### config.mk
export PLATFORM = sky130hd
export DESIGN_NAME = weather_alarm
export DESIGN_NICKNAME = d
export VERILOG_FILES = /design/src/rtl/weather_alarm.sv
export SDC_FILE = /design/constraint.sdc
export NUM_CORES = 1
export LEC_CHECK = 0
export BUFFER_PORTS_ARGS = -buffer_cell sky130_fd_sc_hd__clkbuf_2
export CELL_PAD_IN_SITES_DETAIL_PLACEMENT = 0
export CELL_PAD_IN_SITES_GLOBAL_PLACEMENT = 2
export CORE_MARGIN = 2
export CORE_UTILIZATION = 26
export CTS_BUF_LIST = sky130_fd_sc_hd__clkbuf_2 sky130_fd_sc_hd__clkbuf_4 sky130_fd_sc_hd__clkbuf_8
export CTS_CLUSTER_DIAMETER = 30
export DETAILED_ROUTE_END_ITERATION = 8
export GPL_ROUTABILITY_DRIVEN = 0
export HOLD_SLACK_MARGIN = 0.03
export PLACE_DENSITY = 0.75
export SYNTH_ARGS = -nofsm -noshare
export SYNTH_HDL_FRONTEND = slang
export SYNTH_SLANG_ARGS = --single-unit
### constraint.sdc
create_clock -name clk -period 1.4 [get_ports clk]
set_input_delay 0.07 -clock clk [delete_from_list [all_inputs] [get_ports clk]]
set_output_delay 0.07 -clock clk [all_outputs]
set_load 0.005 [all_outputs]
### src/rtl/weather_alarm.sv
// Per-room weather alarm: qualifies the rain detector with two-sample hysteresis
// and registers occupied/unoccupied open-window alerts while the weather is bad.
module weather_alarm (
   input  logic       clk,
   input  logic       rst,
   input  logic [7:0] humanDetector,
   input  logic [7:0] windowState,
   input  logic       rain_sensor,
   input  logic [2:0] humidity_level,
   input  logic [3:0] external_temp,
   output logic [7:0] weather_alert,
   output logic [7:0] window_close_cmd
);

   logic rain_d;
   logic rain_q;
   logic humid;
   logic cold;
   logic bad_weather;

   always_comb begin
      humid       = (humidity_level >= 3'd6);
      cold        = (external_temp <= 4'd2);
      bad_weather = rain_q | humid | cold;
   end

   // rain_q only moves when the current and previous samples agree, so a
   // single-cycle glitch in either direction leaves it unchanged.
   always_ff @(posedge clk or posedge rst) begin
      if (rst) begin
         rain_d           <= 1'b0;
         rain_q           <= 1'b0;
         weather_alert    <= 8'h00;
         window_close_cmd <= 8'h00;
      end else begin
         rain_d <= rain_sensor;
         if (rain_sensor && rain_d)
            rain_q <= 1'b1;
         else if (!rain_sensor && !rain_d)
            rain_q <= 1'b0;
         weather_alert    <= {8{bad_weather}} & windowState &  humanDetector;
         window_close_cmd <= {8{bad_weather}} & windowState & ~humanDetector;
      end
   end

endmodule

==> results of run 1 <==
==> through the flow <==
step	util, %	area [µm²]	hold slack [ns]
after floorplan	-	737	0.00857
after global placement	35.0	956	0.180
after detailed placement	35.0	956	0.194
after CTS	45.8	1250	0.202
after global routing	45.8	1250	0.222
final	45.8	1250	0.209
==> worst min path at each step <==
stage	from	endpoint	cells after the start
3_3_place_gp	rst	window_close_cmd[6]	2
6_report	external_temp[3]	weather_alert[4]	3
3_5_place_dp	rst	window_close_cmd[6]	2
5_1_grt	external_temp[3]	weather_alert[4]	3
2_1_floorplan	rst	rain_d	1
4_1_cts	external_temp[3]	weather_alert[4]	3
==> registers in the layout (all words and copies together), names as in the netlist <==
signal	cells
window_close_cmd	8
rain_q	1
rain_d	1
weather_alert	8
==> cell usage after synthesis <==
cell type	count	area [µm²]
a211o_4	1	17.5
a21oi_1	6	30.0
a21oi_2	10	87.6
a21oi_4	1	16.3
buf_12	1	20.0
buf_4	1	7.51
dfrtp_1	18	450
ha_1	1	12.5
inv_1	1	3.75
mux2_2	1	11.3
nand2_1	8	30.0
nand2b_1	8	50.1
==> final cells by class <==
type	instances	area share, %
clock buffer	4	2.90
inverter	1	0.300
multi-input combinational	36	20.4
sequential	18	36.0
tap	31	3.10
timing repair buffer	67	37.4
==> critical path, stage by stage <==
cell	delay, ns
dlygate4sd3_1	0.54
clkbuf_2	0.11
nand2b_1	0.13
dlygate4sd3_1	0.57
a21oi_2	0.10
==> cell families (layout without fill, tap and decap cells) <==
family | count (synthesis) | in the layout | share of synthesized area [%]
buffers and inverters | 3 | 72 | 4.24
flip-flops | 18 | 18 | 61.1
multiplexers | 1 | 1 | 1.53
AO/OA/AOI/OAI | 18 | 18 | 20.5
adder cells (fa/ha/maj) | 1 | 1 | 1.70
AND/OR/NAND/NOR | 16 | 16 | 10.9
==> power by group <==
group	switching [mW]	leakage, nW	internal, mW
combinational	0.104	0.359	0.126
clock	0.162	0.0210	0.158
sequential	0.00971	0.239	0.552
==> timing repair <==
action                                  in CTS  in global routing
hold buffers                                26                  0
endpoints found under the hold margin       35                  0
endpoints found under the setup margin       0                  0
==> layer usage <==
layer | share of wire, % | GRT usage, %
met1 | 37 | 12.0
met2 | 56 | 22.0
met3 | 5.5 | 2.04
met4 | 1.6 | 7.97
met5 | 0 | 0
==> flow_summary.rst, run 1 <==
.. list-table::
   :header-rows: 1

   * - Metric
     - Value
   * - Maximum resistive drop on vdd
     - ~0.47 mV
   * - Largest net degree at the start of global routing
     - 19
   * - Cell chosen for the clock root
     - clkbuf_4
   * - Core Rows
     - 19
   * - Worst r2r dst
     - rain_q
   * - CTS resizes
     - 0
   * - Fmax achieved
     - 778 MHz
   * - Final number of hold-violating endpoints
     - 0
   * - Count of clock tree sinks
     - 18
   * - Final critical-path share of the clock period
     - 91.8%
   * - Number of clock buffers inserted by TritonCTS
     - 3
   * - Average cell area after synthesis
     - 12.9 µm²
   * - Vias
     - about 670
   * - Crit path capture type
     - register
   * - Area used by multi-input combinational logic
     - 255 µm²
   * - Netlist area before placement
     - 737 µm²
   * - Max-cap violations
     - 0
   * - Number of antenna violations at the first check in global routing
     - 0
   * - Worst-Skew Late Latency
     - roughly 0.29 ns
   * - Static Leakage
     - between 0.6 and 0.7 nW
   * - Yosys warning count
     - 0
   * - Peak fanout along the critical path
     - 2
   * - Vias per inst
     - between 4 and 5
   * - Critical Path RT
     - 1.64 ns
   * - Clk slew on worst S/H paths
     - 0.11 ns
   * - DRC violation total after the first TritonRoute iteration
     - 15
   * - Slew of the pin with the lowest slew margin
     - 0.684 ns
   * - Max_slew headroom
     - 54.4%
   * - Die width
     - 57.2 µm
   * - Critical path launch point type
     - input pin
   * - Total chip power
     - 1.11 mW
   * - Fin crit period
     - about 1.3 ns
   * - Total power divided by cell area
     - 888 mW/mm²
   * - Overall die area
     - 0.00328 mm²
   * - Total routing resource utilization after global routing
     - 11.9%
   * - Post-Place Worst Slack
     - around 0.34 ns
   * - Core area
     - 0.00273 mm²
   * - Final count of negative-setup-slack endpoints
     - 0
   * - DRT antenna net count
     - 0
   * - Die Y-Extent
     - 57.2 µm
   * - Sequential cell area fraction in the yosys report
     - between 60% and 70%
   * - CTS HTree Levels
     - 1
   * - Total placed cells including tap cells
     - 127
   * - Class of the most critical hold timing path
     - input pin to register
   * - Setup crit start
     - humanDetector[4]
   * - Depth of the most critical reg-to-reg path
     - 2
   * - Clock Path Buffers
     - 2
   * - Post-CTS repair timing setup buffer count
     - 0
   * - Destination of the critical timing path
     - window_close_cmd[4]
   * - Diode count
     - 0
   * - Number of search-and-repair iterations in the first detailed-routing pass
     - 4
   * - Arrival @ worst endpoint
     - 1.52 ns
   * - Number of top-level pins
     - 42
   * - Number of design rule violations left after detail routing
     - 0
   * - Final total negative setup slack
     - 0 ns
   * - Fin. max-slew vios
     - 0
   * - Critical Setup Path Class
     - input pin to register
   * - Vias in the first global route
     - approximately 700
   * - Number of instances in the synthesized netlist
     - 57
   * - Overflow left after global routing
     - 0
   * - Number of register bits inferred by synthesis
     - 18
   * - Layout area overhead
     - 69.9%
   * - Final Non-Filler Cells
     - 157
   * - Most common cell after layout, fill and taps aside
     - clkbuf_2
   * - Total detailed-routing wirelength
     - 1710 µm
   * - Area occupied by registers
     - 450 µm²
   * - Final WS setup
     - around 0.11 ns
   * - Routed WL per cell
     - approximately 11 µm
   * - Setup slack on the worst flop-to-flop path
     - 0.33 ns
   * - Number of fill cells in the layout
     - roughly 290
   * - Post-layout nets
     - 154
   * - Starting density of the core
     - 27.0%
   * - Clock tree from TritonCTS
     - built
   * - Count of unique library cells instantiated by Yosys
     - 12
   * - Wire length of the first global-routing pass
     - 2910 µm
   * - Commonest cells after routing, fill and taps aside
     - 40 x clkbuf_2, 26 x dlygate4sd3_1, 18 x dfrtp_1
   * - Mapped Nets
     - 84
   * - Run status
     - finished, final reports clean
   * - Skew final
     - between 0.008 and 0.009 ns
   * - Number of port buffers
     - 40
   * - Crit Reg-Reg Startpoint
     - rain_d
   * - Unrepaired setup endpoints after global routing
     - false
   * - Fraction of layout cells with a size suffix above 1
     - 46.0%
Note: power is estimated with default switching activity, not from simulation.
==> inputs of run 2 (changes only) <==
--- a/config.mk
+++ b/config.mk
@@ -5,10 +5,10 @@
 export SDC_FILE = /design/constraint.sdc
 export NUM_CORES = 1
 export LEC_CHECK = 0
-export BUFFER_PORTS_ARGS = -buffer_cell sky130_fd_sc_hd__clkbuf_2
+export BUFFER_PORTS_ARGS = -buffer_cell sky130_fd_sc_hd__buf_2
 export CELL_PAD_IN_SITES_DETAIL_PLACEMENT = 0
 export CELL_PAD_IN_SITES_GLOBAL_PLACEMENT = 2
-export CORE_MARGIN = 2
+export CORE_MARGIN = 5
 export CORE_UTILIZATION = 26
 export CTS_BUF_LIST = sky130_fd_sc_hd__clkbuf_2 sky130_fd_sc_hd__clkbuf_4 sky130_fd_sc_hd__clkbuf_8
 export CTS_CLUSTER_DIAMETER = 30
==> constraint.sdc (replaced) <==
create_clock -name clk -period 1.4 [get_ports clk]
set_input_delay 0.28 -clock clk [delete_from_list [all_inputs] [get_ports clk]]
set_output_delay 0.28 -clock clk [all_outputs]
set_load 0.005 [all_outputs]
==> flow_summary.rst, run 2 (synthesized netlist as in run 1, its figures left out) <==
.. list-table::
   :header-rows: 1

   * - Metric
     - Value
   * - Run status
     - finished, final reports clean (unchanged)
   * - Largest net degree at the start of global routing
     - 19 (unchanged)
   * - DRC violation total after the first TritonRoute iteration
     - 8 (was 15)
   * - Number of port buffers
     - 40 (unchanged)
   * - Unrepaired setup endpoints after global routing
     - false (unchanged)
   * - Number of top-level pins
     - 42 (unchanged)
   * - Max_slew headroom
     - 83.4% (was 54.4%)
   * - Cell chosen for the clock root
     - clkbuf_4 (unchanged)
   * - Number of search-and-repair iterations in the first detailed-routing pass
     - 2 (was 4)
   * - Clock tree from TritonCTS
     - built (unchanged)
   * - Diode count
     - 0 (unchanged)
   * - Final critical-path share of the clock period
     - 77.3% (was 91.8%)
   * - Worst-Skew Late Latency
     - 0.28 ns (was 0.29 ns)
   * - Fin crit period
     - 1.08 ns (was 1.29 ns)
   * - Die width
     - 63.2 µm (was 57.2 µm)
   * - Vias per inst
     - 4.28 (was 4.24)
   * - Static Leakage
     - 0.529 nW (was 0.620 nW)
   * - Total power divided by cell area
     - 985 mW/mm² (was 888 mW/mm²)
   * - Layout Cell Area excl Fill
     - 996 µm² (was 0.00125 mm²)
   * - Vias in the first global route
     - 560 (was 698)
   * - Number of fill cells in the layout
     - 288 (was 289)
   * - Most common cell after layout, fill and taps aside
     - buf_2 (was clkbuf_2)
   * - Commonest cells after routing, fill and taps aside
     - 40 x buf_2, 18 x dfrtp_1, 10 x a21oi_2 (was 40 x clkbuf_2, 26 x dlygate4sd3_1, 18 x dfrtp_1)
   * - Final count of negative-setup-slack endpoints
     - 0 (unchanged)
   * - Layout area overhead
     - 35.1% (was 69.9%)
   * - Number of design rule violations left after detail routing
     - 0 (unchanged)
   * - Number of antenna violations at the first check in global routing
     - 0 (unchanged)
   * - Overall die area
     - 0.00400 mm² (was 0.00328 mm²)
   * - Largest registers
     - weather_alert: 8 flops, window_close_cmd: 8 flops (unchanged)
   * - Total routing resource utilization after global routing
     - 8.48% (was 11.9%)
   * - Worst hold margin
     - 0.122 ns (was 0.209 ns)
   * - Clock Path Buffers
     - 2 (unchanged)
   * - CTS resizes
     - 0 (unchanged)
   * - Post-layout nets
     - 130 (was 154)
   * - Count of clock tree sinks
     - 18 (unchanged)
   * - Fmax achieved
     - 924 MHz (was 778 MHz)
   * - Clk slew on worst S/H paths
     - 0.09 ns (was 0.11 ns)
   * - Placed Instance Area
     - 963 µm² (was 956 µm²)
   * - Number of clock buffers inserted by TritonCTS
     - 3 (unchanged)
   * - Fraction of layout cells with a size suffix above 1
     - 57.4% (was 46.0%)
   * - Maximum resistive drop on vdd
     - 0.537 mV (was 0.470 mV)
   * - Wire length of the first global-routing pass
     - 2610 µm (was 2910 µm)
   * - Die Y-Extent
     - 63.2 µm (was 57.2 µm)
   * - Routed WL per cell
     - 11.9 µm (was 10.9 µm)
   * - Overflow left after global routing
     - 0 (unchanged)
   * - Critical path launch point type
     - register (was input pin)
   * - Core Rows
     - 19 (unchanged)
   * - Fin. max-slew vios
     - 0 (unchanged)
   * - Final total negative setup slack
     - 0 ns (unchanged)
   * - Post-CTS repair timing setup buffer count
     - 0 (unchanged)
   * - Peak fanout along the critical path
     - 1 (was 2)
   * - Arrival @ worst endpoint
     - 1.25 ns (was 1.52 ns)
   * - Critical Setup Path Class
     - register to register (was input pin to register)
   * - Crit path capture type
     - register (unchanged)
   * - Slew of the pin with the lowest slew margin
     - 0.249 ns (was 0.684 ns)
   * - DRT antenna net count
     - 0 (unchanged)
   * - Total placed cells including tap cells
     - 128 (was 127)
   * - Class of the most critical hold timing path
     - input pin to register (unchanged)
   * - Sum of net half-perimeters after detailed placement
     - 1230 µm
   * - Core area
     - 0.00273 mm² (unchanged)
   * - Final number of hold-violating endpoints
     - 0 (unchanged)
   * - Number of buffers added to fix hold violations after cts
     - 1 (was 26)
   * - Final Non-Filler Cells
     - 132 (was 157)
   * - CTS HTree Levels
     - 1 (unchanged)
   * - Skew final
     - 0.00149 ns (was 0.00847 ns)
   * - Total chip power
     - 0.981 mW (was 1.11 mW)
   * - Total detailed-routing wirelength
     - 1570 µm (was 1710 µm)
   * - Max-cap violations
     - 0 (unchanged)
   * - Starting density of the core
     - 27.0% (unchanged)
   * - Vias
     - 565 (was 666)
   * - Critical Path RT
     - 1.57 ns (was 1.64 ns)
## run 2: critical path, cell delays in order, from the launching register on
cell and delay, ns:
dfrtp_1 0.37, ha_1 0.27, mux2_2 0.33
## run 2: metal layers
layer,track usage (%),up-vias,share of wire (%)
li1,-,279,-
met1,8.87,263,36
met2,14.9,21,54
met3,3.20,2,8.1
met4,3.90,0,1.8
met5,0,-,0
## run 2: path summary, 6_finish.rpt
kind                                   from  cells past startpoint             endpoint  slack [ns]
worst max-delay path                 rain_d                      2               rain_q        0.32
worst min-delay path            rain_sensor                      1               rain_d        0.12
worst max register to register       rain_d                      2               rain_q        0.32
worst min register to register       rain_q                      1               rain_q        0.55
max in group asynchronous               rst                      4  window_close_cmd[1]        0.68
min in group asynchronous               rst                      4     weather_alert[6]        0.54
## run 2: area by class of cell
cell class	instances	area, µm²	area share (%)
inverters	1	3.75	0.377
flip-flops and latches	18	450	45.2
well taps	31	38.8	3.89
multi-input cells	36	255	25.6
repair buffers	43	225	22.6
clock buffers	3	22.5	2.26
## run 2: stage by stage
step,worst slack (ns),utilization (%)
2_1_floorplan,0.357,-
3_3_place_gp,0.303,35.2
3_5_place_dp,0.283,35.2
4_1_cts,0.315,36.4
5_1_grt,0.283,36.4
6_report,0.317,36.4
## run 2: report_power, final
group / total, mW / switching [mW] / internal (mW)
clock network: 0.242 / 0.142 / 0.0997
logic: 0.179 / 0.0958 / 0.0827
registers: 0.560 / 0.00859 / 0.552
